[config.mk]
export PLATFORM = sky130hd
export DESIGN_NAME = fifo_uart_tx
export DESIGN_NICKNAME = d
export VERILOG_FILES = /design/src/rtl/fifo_uart_tx.sv
export SDC_FILE = /design/constraint.sdc
export NUM_CORES = 1
export LEC_CHECK = 0
export BUFFER_PORTS_ARGS = -buffer_cell sky130_fd_sc_hd__buf_4
export CORE_ASPECT_RATIO = 0.9
export CORE_UTILIZATION = 58
export CTS_BUF_LIST = sky130_fd_sc_hd__clkbuf_4 sky130_fd_sc_hd__clkbuf_8 sky130_fd_sc_hd__clkbuf_16
export CTS_CLUSTER_SIZE = 28
export DETAILED_ROUTE_END_ITERATION = 6
export PLACE_DENSITY = 0.82
export SLEW_MARGIN = 20
export SYNTH_ARGS = -nofsm -noshare
export SYNTH_HDL_FRONTEND = slang
export SYNTH_SLANG_ARGS = --single-unit
export TNS_END_PERCENT = 20
[constraint.sdc]
create_clock -name clk -period 4.55 [get_ports clk]
set_input_delay 0.455 -clock clk [delete_from_list [all_inputs] [get_ports clk]]
set_output_delay 0.455 -clock clk [all_outputs]
set_load 0.02 [all_outputs]
[src/rtl/fifo_uart_tx.sv]
// rtl/fifo_uart_tx.sv - FIFO-fed asynchronous serial transmitter (start, LSB-first data, optional parity, stop)
module fifo_uart_tx #(
  parameter int WIDTH        = 8,
  parameter int CLKS_PER_BIT = 4,
  parameter int PARITY       = 0
) (
  input  logic             clk,
  input  logic             rst,
  input  logic             tx_en,
  input  logic             fifo_empty,
  input  logic [WIDTH-1:0] fifo_dout,
  output logic             fifo_rd_en,
  output logic             tx,
  output logic             busy,
  output logic             tx_done,
  output logic [15:0]      frame_cnt
);

  localparam int TW = (CLKS_PER_BIT > 1) ? $clog2(CLKS_PER_BIT) : 1;
  localparam int BW = (WIDTH > 1) ? $clog2(WIDTH) : 1;
  localparam logic [TW-1:0] TMAX    = TW'(CLKS_PER_BIT - 1);
  localparam logic [BW-1:0] BMAX    = BW'(WIDTH - 1);
  localparam logic          HAS_PAR = (PARITY != 0);
  localparam logic          ODD_PAR = (PARITY == 2);

  typedef enum logic [2:0] {
    IDLE,
    FETCH,
    START,
    DATA,
    PARITY_BIT,
    STOP
  } state_t;

  state_t           state_q, state_d;
  logic [TW-1:0]    timer_q;
  logic [BW-1:0]    bit_idx_q;
  logic [WIDTH-1:0] shreg_q, shreg_d;
  logic             par_q;
  logic             tx_q, tx_d;
  logic             tx_done_q;
  logic [15:0]      frame_cnt_q;
  logic             bit_end;
  logic             pop;
  logic             frame_end;

  assign bit_end    = (timer_q == TMAX);
  assign pop        = (state_q == IDLE) && tx_en && !fifo_empty;
  assign frame_end  = (state_q == STOP) && bit_end;

  assign fifo_rd_en = pop;
  assign tx         = tx_q;
  assign busy       = (state_q != IDLE);
  assign tx_done    = tx_done_q;
  assign frame_cnt  = frame_cnt_q;

  // Next state, next shift-register contents and the next serial line level.
  always_comb begin
    state_d = state_q;
    shreg_d = shreg_q;
    tx_d    = 1'b1;

    case (state_q)
      IDLE:       if (pop) state_d = FETCH;
      FETCH:      state_d = START;
      START:      if (bit_end) state_d = DATA;
      DATA: begin
        if (bit_end && (bit_idx_q == BMAX)) state_d = HAS_PAR ? PARITY_BIT : STOP;
      end
      PARITY_BIT: if (bit_end) state_d = STOP;
      STOP:       if (bit_end) state_d = IDLE;
      default:    state_d = IDLE;
    endcase

    // Word is captured as FETCH exits; the register then shifts once per data bit.
    if (state_q == FETCH) begin
      shreg_d = fifo_dout;
    end else if ((state_q == DATA) && bit_end) begin
      shreg_d = shreg_q >> 1;
    end

    // Line level is registered, so it is chosen from the state being entered.
    case (state_d)
      START:      tx_d = 1'b0;
      DATA:       tx_d = shreg_d[0];
      PARITY_BIT: tx_d = par_q;
      default:    tx_d = 1'b1;
    endcase
  end

  // State register, serial line, completion pulse and frame counter.
  always_ff @(posedge clk or negedge rst) begin
    if (!rst) begin
      state_q     <= IDLE;
      tx_q        <= 1'b1;
      tx_done_q   <= 1'b0;
      frame_cnt_q <= 16'd0;
    end else begin
      state_q   <= state_d;
      tx_q      <= tx_d;
      tx_done_q <= frame_end;
      if (frame_end) frame_cnt_q <= frame_cnt_q + 16'd1;
    end
  end

  // Bit timer restarts at every state change and every bit boundary.
  always_ff @(posedge clk or negedge rst) begin
    if (!rst) begin
      timer_q <= '0;
    end else if ((state_d != state_q) || bit_end) begin
      timer_q <= '0;
    end else if (state_q inside {START, DATA, PARITY_BIT, STOP}) begin
      timer_q <= timer_q + 1'b1;
    end else begin
      timer_q <= '0;
    end
  end

  // Data bit index; held at zero outside DATA.
  always_ff @(posedge clk or negedge rst) begin
    if (!rst) begin
      bit_idx_q <= '0;
    end else if (state_q != DATA) begin
      bit_idx_q <= '0;
    end else if (bit_end) begin
      bit_idx_q <= bit_idx_q + 1'b1;
    end
  end

  // Shift register and parity bit, both taken from the fetched word.
  always_ff @(posedge clk or negedge rst) begin
    if (!rst) begin
      shreg_q <= '0;
      par_q   <= 1'b0;
    end else begin
      shreg_q <= shreg_d;
      if (state_q == FETCH) par_q <= (^fifo_dout) ^ ODD_PAR;
    end
  end

endmodule

==> metrics.cfg <==
[clocking]
cts_buffer_depth=2
cts_tree=yes
cts_resized=0
cts.sinks=35
cts_setup_buffers=0
numCtsBuffers=5
clock_latency_ps=350
h-tree-depth=2
clkTransAtPathRegs_ps=120
cts_root_buffer=clkbuf_4
cts_hold_buf=0

[setup_path]
crit_path_start_kind=register
cpPeakStageDelay_ps=530
cp.arrival_ps=1590
cp_slowest_cell=dfrtp_1
worstSetupPathType=register to output port
cp_cell_sequence=or3_1 > nor2_1 > buf_4
endpoint_kind=output port
crit_fanout=12
cp.required_ps=4090

[power_and_ir_drop]
power_density_nw_per_um2=435
p_leak_nw=0.954
fin_total_pwr_uw=872
peakVddDrop_mv=0.379

[global_route]
grt_overflow_total=0
gr-usage-met1=0.282
antenna_found_initial=0
grt_max_degree=36
gr-usage-met3=0.0831
grt_pass1_wl_mm=4.91
grt_pass1_vias=1120
gr-usage-all-layers=0.223
busiest_layer=met2
grtUsageMet2=0.339

[sta]
rsz0062_at_grt=false
hold_viol_final=0
min_period_ps=2040
fin_skew_ps=19.3
slew_viol_final=0
tightest_slew_ps=614
max_freq_mhz=489
fin_crit_sh=0.449
finalSetupViolCount=0
tns_ps=0
slew_headroom=0.589
whs_ps=26.0

[place]
gp_congestion=0.748
hpwl_mm=2.19
port_buffers=31

[route]
drt-initial-drc-count=32
drtPass1Iterations=4
drc_errors=0
wl_per_cell_um=13.5
vias=1200
vias_per_cell=5.31
ant_nets=0
wl_mm=3.05

[logic_synthesis]
postSynthAreaPerCell_um2=10.8
yosysUniqueCellTypes=35
syn-cell-area_um2=1690
synth_fp_nets=172
syn_inst=156
yosysSeqAreaShare=0.520
yosys_warnings=0
ys_ff_latch=35

[run_status]
status=finished clean

[die]
die_w_um=58.8
fp.dieH_um=53.2
start_util=0.614
io_pins=32
rows=18
dieArea_um2=3130
coreArea_um2=2750

[finish]
nets=201
utilization=0.729
diodes=0
mostFrequentLayoutCell=dfrtp_1
area_growth_pct=18.8
mostFrequentLayoutCells=dfrtp_1 (34), buf_4 (31), xnor2_1 (22), nand2_1 (19), nor2_1 (9)
drive_above_1_share=0.237

[job]
drv_cap=0

[worst_hold_path]
holdCritPathClass=input pin to asynchronous set/reset pin

## path summary, 6_finish.rpt
kind	from	end	slack [ps]	depth (start not counted)
setup / recovery	state_q[1]	fifo_rd_en	2510	3
hold / removal	rst	frame_cnt[9]	30	1
setup reg to reg	timer_q[0]	frame_cnt[12]	2550	5
hold reg to reg	timer_q[0]	timer_q[0]	450	1
max in group asynchronous	rst	tx	4180	1
min in group clk	fifo_dout[2]	shreg_q[2]	340	3
## power by group
part	total [mW]	leakage, nW	switching, mW	internal [mW]
Combinational	0.233	0.449	0.126	0.107
Clock	0.224	0.0452	0.109	0.116
Sequential	0.415	0.460	0.0406	0.374
## Yosys cell counts
cell type  number  area (um2)
nor3b_1         2        15.0
or3b_4          1        11.3
nand4_1         4        25.0
nor2b_1         2        12.5
or3_1           1        6.26
nor2_1          9        33.8
o21ai_0         6        30.0
nand3_1         6        30.0
dfrtp_1        34         851
o22a_1          1        8.76
a211oi_1        1        7.51
buf_4           3        22.5
a22o_1          2        17.5
mux2_2          1        11.3
nand2b_1        2        12.5
mux2i_1         5        50.1
o21ai_1         1        5.00
and4_1          2        17.5
a22oi_1         3        22.5
and4b_1         2        20.0
nor3_2          1        10.0
xnor2_1        22         193
a21boi_1        1        7.51
a21o_1          1        7.51
and2_1          2        12.5
buf_2           6        30.0
nand2_1        19        71.3
a21oi_1         1        5.00
and3_1          3        18.8
nor4bb_1        1        10.0
ha_1            4        50.1
xor2_1          2        17.5
inv_1           2        7.51
dfstp_2         1        26.3
nor3_1          2        10.0
## layout make-up
class / count / area (um2)
Clock buffer: 5 / 37.5
Clock inverter: 3 / 43.8
Fill cell: 210 / 744
Inverter: 2 / 7.51
Multi-Input combinational cell: 110 / 754
Sequential cell: 35 / 877
Tap cell: 40 / 50.0
Timing Repair Buffer: 31 / 233
## registers in the layout (all words and copies together) (netlist names)
register and count:
shreg_q 8, state_q 3, bit_idx_q 3, tx 1
tx_done 1, par_q 1, frame_cnt 16, timer_q 2
## critical path: cells and delay by family (launching register included)
| kind | cells | cell delay (ps) |
|---|---|---|
| buffers and inverters | 1 | 140 |
| DFF | 1 | 530 |
| and+or+nand+nor | 2 | 560 |
## per-layer routing
| metal | wire (um) | part of all wire |
|---|---|---|
| met2 | 1400 | 0.46 |
| met4 | 50 | 0.016 |
| met1 | 1460 | 0.48 |
| met3 | 138 | 0.045 |
| met5 | 0 | 0 |
## per-stage QoR
step	instance area (um2)	worst slack, ps	cells
final	2000	2510	226
after global routing	2000	2410	226
after CTS	2000	2530	226
after detailed placement	1920	2560	218
after global placement	1920	2640	218
after floorplan	1690	2790	156
## cells by family after synthesis
| logic type | share of synthesized area |
|---|---|
| AO/OA/AOI/OAI | 0.0660 |
| XOR/XNOR | 0.125 |
| multiplexers | 0.0364 |
| flip-flops | 0.520 |
| adder cells (fa/ha/maj) | 0.0297 |
| buffers and inverters | 0.0356 |
| AND/OR/NAND/NOR | 0.188 |
Note: power is estimated with default switching activity, not from simulation.
